File: src/rtl/sudoku_board_scanner.sv
// Snapshots the 16 user-board cells, fill flags and solved bit, then streams a
// 19-byte frame (header, 16 cells, status, XOR checksum) over valid/ready.
// Define SCAN_AUTO_EN to also start frames automatically when the board changes.
module sudoku_board_scanner #(
    parameter logic [7:0] HEADER = 8'hA5
) (
    input  logic        clka,
    input  logic        restart_n,
    input  logic        scan_req,
    input  logic [2:0]  user_board_0,
    input  logic [2:0]  user_board_1,
    input  logic [2:0]  user_board_2,
    input  logic [2:0]  user_board_3,
    input  logic [2:0]  user_board_4,
    input  logic [2:0]  user_board_5,
    input  logic [2:0]  user_board_6,
    input  logic [2:0]  user_board_7,
    input  logic [2:0]  user_board_8,
    input  logic [2:0]  user_board_9,
    input  logic [2:0]  user_board_10,
    input  logic [2:0]  user_board_11,
    input  logic [2:0]  user_board_12,
    input  logic [2:0]  user_board_13,
    input  logic [2:0]  user_board_14,
    input  logic [2:0]  user_board_15,
    input  logic [15:0] fill_flag,
    input  logic        solved,
    output logic [7:0]  out_data,
    output logic        out_valid,
    input  logic        out_ready,
    output logic        busy,
    output logic        frame_done
);

    localparam logic [2:0] S_IDLE = 3'd0;
    localparam logic [2:0] S_HDR  = 3'd1;
    localparam logic [2:0] S_CELL = 3'd2;
    localparam logic [2:0] S_STAT = 3'd3;
    localparam logic [2:0] S_CSUM = 3'd4;

    logic [2:0]       state;
    logic [15:0][2:0] cur_cell;
    logic [15:0][2:0] snap_cell;
    logic [15:0]      snap_fill;
    logic             snap_solved;
    logic [7:0]       csum;
    logic [3:0]       idx;
    logic             pending;
    logic             hs;
    logic             last_hs;
    logic             auto_start;
    logic             start_idle;
    logic             take_snap;

    assign cur_cell = {user_board_15, user_board_14, user_board_13, user_board_12,
                       user_board_11, user_board_10, user_board_9,  user_board_8,
                       user_board_7,  user_board_6,  user_board_5,  user_board_4,
                       user_board_3,  user_board_2,  user_board_1,  user_board_0};

    // Valid/busy decode straight from state so an async reset drops them at once.
    assign out_valid = (state != S_IDLE);
    assign busy      = (state != S_IDLE);
    assign hs        = out_valid && out_ready;
    assign last_hs   = (state == S_CSUM) && hs;

`ifdef SCAN_AUTO_EN
    logic [15:0][2:0] copy_cell;
    logic [15:0]      copy_fill;
    logic             copy_solved;

    assign auto_start = ({cur_cell, fill_flag, solved} != {copy_cell, copy_fill, copy_solved});

    always_ff @(posedge clka or negedge restart_n) begin
        if (!restart_n) begin
            copy_cell   <= '0;
            copy_fill   <= '0;
            copy_solved <= 1'b0;
        end else if (last_hs) begin
            copy_cell   <= snap_cell;
            copy_fill   <= snap_fill;
            copy_solved <= snap_solved;
        end
    end
`else
    assign auto_start = 1'b0;
`endif

    assign start_idle = (state == S_IDLE) && (scan_req || auto_start);
    // A request arriving on the checksum accept restarts the frame with no idle cycle.
    assign take_snap  = start_idle || (last_hs && (pending || scan_req));

    always_comb begin
        out_data = '0;
        case (state)
            S_HDR:   out_data = HEADER;
            S_CELL:  out_data = {snap_fill[idx], idx, snap_cell[idx]};
            S_STAT:  out_data = {snap_solved, 7'b0};
            S_CSUM:  out_data = csum;
            default: out_data = '0;
        endcase
    end

    always_ff @(posedge clka or negedge restart_n) begin
        if (!restart_n) begin
            state       <= S_IDLE;
            snap_cell   <= '0;
            snap_fill   <= '0;
            snap_solved <= 1'b0;
            csum        <= '0;
            idx         <= '0;
            pending     <= 1'b0;
            frame_done  <= 1'b0;
        end else begin
            frame_done <= last_hs;

            if (take_snap) begin
                snap_cell   <= cur_cell;
                snap_fill   <= fill_flag;
                snap_solved <= solved;
                csum        <= '0;
                idx         <= '0;
            end else if (hs) begin
                csum <= csum ^ out_data;
                if (state == S_CELL)
                    idx <= idx + 4'd1;
            end

            if (last_hs)
                pending <= 1'b0;
            else if (busy && scan_req)
                pending <= 1'b1;

            case (state)
                S_IDLE: if (start_idle) state <= S_HDR;
                S_HDR:  if (hs) state <= S_CELL;
                S_CELL: if (hs && idx == 4'd15) state <= S_STAT;
                S_STAT: if (hs) state <= S_CSUM;
                S_CSUM: if (hs) state <= take_snap ? S_HDR : S_IDLE;
                default: state <= S_IDLE;
            endcase
        end
    end

endmodule

File: config.mk
export PLATFORM = sky130hd
export DESIGN_NAME = sudoku_board_scanner
export DESIGN_NICKNAME = d
export VERILOG_FILES = /design/src/rtl/sudoku_board_scanner.sv
export SDC_FILE = /design/constraint.sdc
export NUM_CORES = 1
export LEC_CHECK = 0
export CAP_MARGIN = 15
export CORE_MARGIN = 1.5
export CORE_UTILIZATION = 56
export CTS_CLUSTER_SIZE = 24
export DETAILED_ROUTE_END_ITERATION = 6
export GPL_TIMING_DRIVEN = 0
export PLACE_DENSITY = 0.86
export RECOVER_POWER = 50
export SLEW_MARGIN = 15
export SYNTH_ARGS = -nofsm -noshare
export SYNTH_HDL_FRONTEND = slang
export SYNTH_SLANG_ARGS = --single-unit
export TNS_END_PERCENT = 100
File: constraint.sdc
create_clock -name clka -period 3.2 [get_ports clka]
set_input_delay 0.64 -clock clka [delete_from_list [all_inputs] [get_ports clka]]
set_output_delay 0.64 -clock clka [all_outputs]
set_load 0.02 [all_outputs]
# Yosys cells after proc, flatten, opt, wreduce, memory -nomap -nowiden

Index checks and enable logic that the tools add are counted.

Add/sub/neg operators: 1
$lt $le $gt $ge: 1
Muxes and demuxes: 19
Eq/ne operators: 10
Reductions and logical operators: 15
Bitwise operators: 1

Operators with widths:

| cell                  | count |
|---|---|
| $pmux W8 S4           | 1 |
| $mux W3               | 6 |
| $mux W8               | 2 |
| $pmux W3 S5           | 1 |
| $bmux W3 S4           | 1 |
| $mux W4               | 3 |
| $ne A2 B2 Y1 const B  | 4 |
| $xor A8 B8 Y8         | 1 |
| $eq A3 B2 Y1 const B  | 2 |
| $logic_and A1 B1 Y1   | 6 |
| $reduce_bool A2 Y1    | 3 |
| $lt A4 B5 Y1 const B  | 1 |
| $reduce_and A5 Y1     | 1 |
| $add A4 B1 Y4 const B | 1 |
| $bmux W1 S4           | 1 |
| $eq A4 B4 Y1 const B  | 1 |
| $mux W1               | 4 |
| $eq A3 B1 Y1 const B  | 1 |
| $eq A3 B3 Y1 const B  | 1 |
| $logic_not A3 Y1      | 1 |
| $reduce_bool A3 Y1    | 1 |
| $logic_or A1 B1 Y1    | 2 |
| $ne A2 B1 Y1 const B  | 1 |
| $reduce_and A2 Y1     | 1 |

Word-level logic and storage cells: 70
Input port bits: 69
Flip-flop bits (word level): 82
Output and inout bits: 11

# Logic depth before layout (Yosys ltp)

Gate-level depths: netlist (run 1).

Word-level depth: 8
Mapped depth: 8
Mapped depth without buffers: 6

# Worst setup path after synthesis (run 1)

Ideal clock, no wire load.

Path type: reg2out
Start: register idx[2]
End: output port out_data[0]
Data arrival time: 1753 ps
Cell stages (with the launch flop): 8
Buffers on the path: 2
Slack: 807 ps
Required time: 2560 ps
Path through: dfrtp_1 > buf_2 > buf_6 > mux2i_1 > mux4_2 > mux2i_1 > a21oi_1 > a21oi_1

Longest elaborated chain between the ends: 3

Ends and longest elaborated chain:

| what                          | RTL line | source |
|---|---|---|
| start, declared               | 47       | `logic [3:0] idx;` |
| start signal, assigned        | 125      | `idx <= idx + 4'd1;` |
| $bmux W3 S4                   | 96       | `S_CELL: out_data = {snap_fill[idx], idx, snap_cell[idx]};` |
| $mux W3 (not written as such) | 96       |  |
| $pmux W8 S4                   | 94       | `case (state)` |
| end, declared                 | 28       | `output logic [7:0] out_data,` |

No other way between the ends. The select of a mux whose other input is x is not followed.

# Worst setup path after layout (run 1)

Start: register idx[1]
End: output port out_data[0]

The elaborated chain is that of the path after synthesis.

==> results of run 1 <==
==> state kept, by name, summed over array words and instances, names as in the netlist <==
| register | cells |
|---|---|
| snap_solved | 1 |
| csum | 8 |
| state | 3 |
| snap_cell | 48 |
| frame_done | 1 |
| idx | 4 |
| pending | 1 |
| snap_fill | 16 |
==> through the flow <==
step                setup slack, ns   util  hold slack [ns]  power, W  TNS, ns
detailed placement          -0.0382  0.724            0.482   0.00395  -0.0382
global route                 0.0111  0.755            0.525   0.00497        0
CTS                         0.00285  0.753            0.216   0.00467        0
floorplan                     0.807      -            0.344   0.00331        0
finish                       0.0971  0.755            0.496   0.00469        0
global placement              -1.40  0.720            0.470   0.00383  -114.32
==> area by class of cell <==
cell class,instances,area (µm²)
clock buffers,10,128
plain buffers,23,148
multi-input cells,198,1900
clock inverters,5,56.3
well taps,96,120
fillers,464,1690
repair buffers,80,808
inverters,1,3.75
flip-flops and latches,82,2050
==> kinds of logic (layout without fill, tap and decap cells) <==
| logic type | after synthesis | after routing |
|---|---|---|
| AOI/OAI and AO/OA | 32 | 32 |
| xor gates and xnor gates | 8 | 8 |
| adders and majority gates | 1 | 1 |
| buffers and inverters | 25 | 119 |
| DFF | 82 | 82 |
| muxes | 100 | 100 |
| and+or+nand+nor | 57 | 57 |
==> worst reg2reg max path: stages (launching register included) <==
cell and delay, ns:
dfrtp_1 0.45, nor2b_1 0.18, nor4_2 0.45, buf_2 0.33, buf_2 0.31, mux2_2 0.38
==> worst min-delay path by stage <==
stage | from | to | slack, ns
after CTS | restart_n | csum[7] | 0.22
after floorplan | restart_n | csum[0] | 0.34
final | csum[2] | csum[2] | 0.50
after detailed placement | csum[2] | csum[2] | 0.48
after global routing | csum[2] | csum[2] | 0.53
after global placement | csum[0] | csum[0] | 0.47
==> cells in the final DEF (no fill, tap or decap), types with 3 or more instances in the layout <==
master            n
dfrtp_1          82
clkdlybuf4s50_1  72
mux2_2           68
mux2i_1          17
nand2_1          14
a21oi_1          13
clkbuf_1         12
nor2_1           11
clkbuf_8          9
nand3b_1          8
mux4_2            7
buf_2             6
mux4_1            6
o21ai_0           6
xor2_1            6
buf_6             4
nor2b_1           3
nand3_1           3
nand2b_1          3
dlygate4sd2_1     3
==> layer usage <==
metal / global-route usage / part of all wire
met1: 0.330 / 0.43
met2: 0.430 / 0.50
met3: 0.0509 / 0.044
met4: 0.102 / 0.018
met5: 0 / 0
==> what timing repair did <==
item / CTS / global route
endpoints found under the setup margin: 5 / 3
gates cloned: 0 / 0
gates resized for setup: 11 / 5
==> where the power goes <==
| group | leakage, nW | total, W | internal (W) | switching, W |
|---|---|---|---|---|
| Clock | 0.0921 | 0.000720 | 0.000355 | 0.000365 |
| Sequential | 0.984 | 0.00183 | 0.00153 | 0.000299 |
| Combinational | 1.02 | 0.00213 | 0.00120 | 0.000930 |
| Total | 2.10 | 0.00469 | 0.00309 | 0.00159 |
==> results.json, run 1 <==
{
  "cts_root_buf": "clkbuf_8",
  "synth-main-ff-cell": "dfrtp_1",
  "dp.cells": 481,
  "synth_warnings": 0,
  "ys_types": 41,
  "diodes": 0,
  "cp_cell_sequence": "buf_6 -> buf_12 -> mux4_2 -> mux2i_4 -> mux2i_1 -> a21oi_1 -> a21oi_1 -> dlygate4sd2_1",
  "first_iter_violations": 208,
  "viasPerCell": 5.69,
  "cts_hold_buf": 0,
  "cts_max_level": 3,
  "die_area_mm2": 0.00777,
  "grt_pass1_vias": 3022,
  "worstMarginPinSlew_ns": 1.68,
  "synth_edf_count": 0,
  "crit_type": "flop to output port",
  "grt_overflow": 0,
  "power_per_cell_area_mw_per_mm2": 898,
  "cts_num_sinks": 82,
  "status": "finished, violations left",
  "critPathTopFamily": "multiplexers",
  "die_w_um": 88.2,
  "dpl_cell_area_mm2": 0.00500,
  "cp_slowest_stage_delay_ns": 0.54,
  "die_y_um": 88.2,
  "fin_skew_ns": 0.00901,
  "slew_headroom": -0.117,
  "ys_seq_area_frac": 0.505,
  "initial_core_util": 0.588,
  "maxCapViolations": 1,
  "syn_area_mm2": 0.00406,
  "num_io_pins": 80,
  "finalCritPeriodShare": 0.970,
  "track_usage": 0.257,
  "synth_seq_cells": 82,
  "endpoint_kind": "output port",
  "design_area_mm2": 0.00522,
  "hold_viol": 0,
  "setup_viol": 0,
  "gp_congestion": 0.879,
  "clockBufferDepth": 2,
  "port_buffers": 79,
  "crit_cells": 8,
  "ir_worst_vdd_uv": 470,
  "insertion_delay_ns": 0.35,
  "dr.pass1.iters": 4,
  "syn_inst": 305,
  "area_growth_pct": 28.4,
  "synth_top_family_by_area": "multiplexers",
  "r2r-start": "state[2]",
  "reg2reg_to": "snap_cell[3]",
  "core_mm2": 0.00691,
  "violations": "capacitance limit, slew limit",
  "drc": 0,
  "synthXorXnorAreaFrac": 0.0173,
  "setup.worst_path.end": "out_data[0]",
  "cpMostUsedCell": "a21oi_1",
  "ant_nets": 0,
  "worstHoldPathType": "flop to flop",
  "instances_no_fill": 495,
  "cts_setup_buffers": 0,
  "muxShareOfSynthArea": 0.313,
  "antenna_found_initial": 0,
  "cts_buffers": 9,
  "path_buf_inv": 3,
  "hpwl_mm": 6.36,
  "drive_gt1_frac": 0.283,
  "routed_wirelength_mm": 8.91,
  "power_leakage_nw": 2.10,
  "ys_top_cells_by_area": "dfrtp_1 (51%), mux2_2 (19%), mux2i_1 (4.7%)",
  "grt_pass1_wl_mm": 14.7,
  "slew_violations": 30,
  "synthSimpleGateAreaFrac": 0.0801,
  "synth_most_common_cell": "dfrtp_1",
  "worstPathRequired_ns": 2.56,
  "grt_start_max_net_pins": 54,
  "r2r_setup_slack_ns": 0.99,
  "synth_top_cell_by_area": "dfrtp_1",
  "cts_tree": "done",
  "wl_per_cell_um": 18.0,
  "syn_area_per_cell_um2": 13.3,
  "synth_compound_area_frac": 0.0493,
  "synthesis.nets": 375,
  "synth_top_area_share": 0.505,
  "layout_min_cycle_time_ns": 3.10,
  "synthArstFlopShare": 1.00,
  "hold_depth": 1,
  "setup.worst_path.start_class": "flop",
  "fmax_ghz": 0.322,
  "path_max_fanout": 10,
  "worstRegToRegCells": 5,
  "crit_start": "idx[1]",
  "fin_nets": 465,
  "rsz0062_at_grt": "false",
  "synthAdderAreaFrac": 0.00308,
  "clk_pin_slew_ns": 0.08,
  "worstPathArrival_ns": 2.46,
  "synthTopCellsByCount": "dfrtp_1 (82), mux2_2 (68), mux2i_1 (19)",
  "num_rows": 30,
  "vias": 2818,
  "slowest_stage": "mux4_2"
}
Power figures use the tool's default switching activity.
==> run 2: changes to the inputs <==
CAP_MARGIN = unset   (was 15)
PLACE_DENSITY = 0.95   (was 0.86)
==> results.json, run 2 (synthesized netlist as in run 1, its figures left out) <==
{
  "most-common-layout-cells": "dfrtp_1 (82), clkdlybuf4s50_1 (73), mux2_2 (68), mux2i_1 (17), nand2_1 (14)",
  "endpoint_kind": "output port",
  "r2r-start": "state[2]",
  "dp_slack_ns": 0.0186,
  "num_rows": 30,
  "grt_start_max_net_pins": 54,
  "top_usage_layer": "met2",
  "power_per_cell_area_mw_per_mm2": 926,
  "worstMarginPinSlew_ns": 1.66,
  "antenna_found_initial": 0,
  "hpwl_mm": 6.31,
  "status": "finished, violations left",
  "fmax_ghz": 0.315,
  "path_max_fanout": 10,
  "drc": 0,
  "ff_latch_area_mm2": 0.00205,
  "drive_gt1_frac": 0.289,
  "maxCapViolations": 1,
  "clk_pin_slew_ns": 0.08,
  "largest_register": "snap_cell",
  "cts_buffers": 9,
  "fin_nets": 466,
  "setup_viol": 0,
  "tns_ns": 0,
  "grt_pass1_vias": 3202,
  "setup.worst_path.start_class": "flop",
  "worstPathArrival_ns": 2.53,
  "holdWs_ns": 0.501,
  "worstPathRequired_ns": 2.56,
  "area_growth_pct": 29.8,
  "hold_viol": 0,
  "core_mm2": 0.00691,
  "layout_min_cycle_time_ns": 3.17,
  "power_leakage_nw": 2.14,
  "ir_worst_vdd_uv": 549,
  "crit_type": "flop to output port",
  "cts_root_buf": "clkbuf_8",
  "fin_skew_ns": 0.00716,
  "hold_depth": 1,
  "finalCritPeriodShare": 0.992,
  "cts_max_level": 3,
  "reg.largest.list": "snap_cell (48), snap_fill (16), csum (8)",
  "worstRegToRegCells": 5,
  "die_area_mm2": 0.00777,
  "die_y_um": 88.2,
  "diodes": 0,
  "clockBufferDepth": 2,
  "final_common_cell": "dfrtp_1",
  "initial_core_util": 0.588,
  "min_from": "snap_fill[5]",
  "ant_nets": 0,
  "nFillCells": 450,
  "slew_headroom": -0.104,
  "cts_num_sinks": 82,
  "routed_wirelength_mm": 9.21,
  "grt_overflow": 0,
  "slew_violations": 30,
  "violations": "capacitance limit, slew limit",
  "die_w_um": 88.2,
  "gp_congestion": 0.938,
  "num_io_pins": 80,
  "cts_tree": "done",
  "fin_util": 0.763,
  "track_usage": 0.265,
  "met1_usage": 0.332,
  "viasPerCell": 5.87,
  "use_met2": 0.439,
  "vias": 2917,
  "largest_reg_flops": 48,
  "worstHoldPathType": "flop to flop",
  "dr.pass1.iters": 4,
  "insertion_delay_ns": 0.35,
  "crit_start": "idx[0]",
  "grt_pass1_wl_mm": 15.4,
  "grt_use_met3": 0.0471,
  "worst_slack_ns": 0.0260,
  "first_iter_violations": 218,
  "wl_per_cell_um": 18.5,
  "multiInputGateArea_mm2": 0.00190,
  "cts_hold_buf": 0,
  "port_buffers": 79
}
run 2: metal layers:
layer  vias to the layer above  share of wire
li1                       1303              -
met2                       114           0.50
met1                      1474           0.41
met3                        26          0.057
met5                         -              0
met4                         0          0.033
run 2: report_power, final:
part,internal (W),switching (W)
clock,0.000483,0.000365
combinational,0.00122,0.000982
sequential,0.00153,0.000303
total,0.00323,0.00165
run 2: repair_timing:
| action | 4_1_cts | 5_1_grt |
|---|---|---|
| endpoints found under the setup margin | 4 | 5 |
| cloned | 0 | 0 |
| resized for setup | 8 | 8 |
| pin swaps | 1 | 1 |
| buffers inserted | 0 | 1 |
run 2: worst paths after layout:
| path | slack, ns | end |
|---|---|---|
| worst max-delay path | 0.03 | out_data[7] |
| worst min-delay path | 0.50 | snap_fill[5] |
| worst max register to register | 1.00 | snap_cell[6] |
| worst min register to register | 0.50 | snap_fill[5] |
| max in group asynchronous | 1.53 | snap_fill[12] |
| min in group asynchronous | 0.71 | snap_cell[1] |
run 2: final cells by class:
cell class | instances | area share
multi-input combinational | 198 | 0.361
clock buffer | 12 | 0.0294
sequential | 82 | 0.389
inverter | 1 | 0.000712
timing repair buffer | 81 | 0.155
tap | 96 | 0.0228
buffer | 23 | 0.0271
clock inverter | 4 | 0.0140
run 2: critical path, cell delays in order (launching register included):
cell and delay, ns:
dfrtp_1 0.39, buf_6 0.16, buf_4 0.25, mux4_2 0.53, mux2i_1 0.25, or2_2 0.20
nand3_1 0.08, dlygate4sd2_1 0.33
run 2: through the flow:
| stage | area [µm²] | cells | total power, W |
|---|---|---|---|
| after floorplan | 4060 | 305 | 0.00331 |
| after global placement | 4970 | 480 | 0.00382 |
| after detailed placement | 5000 | 481 | 0.00395 |
| after CTS | 5240 | 497 | 0.00483 |
| after global routing | 5270 | 497 | 0.00516 |
| final | 5270 | 497 | 0.00488 |
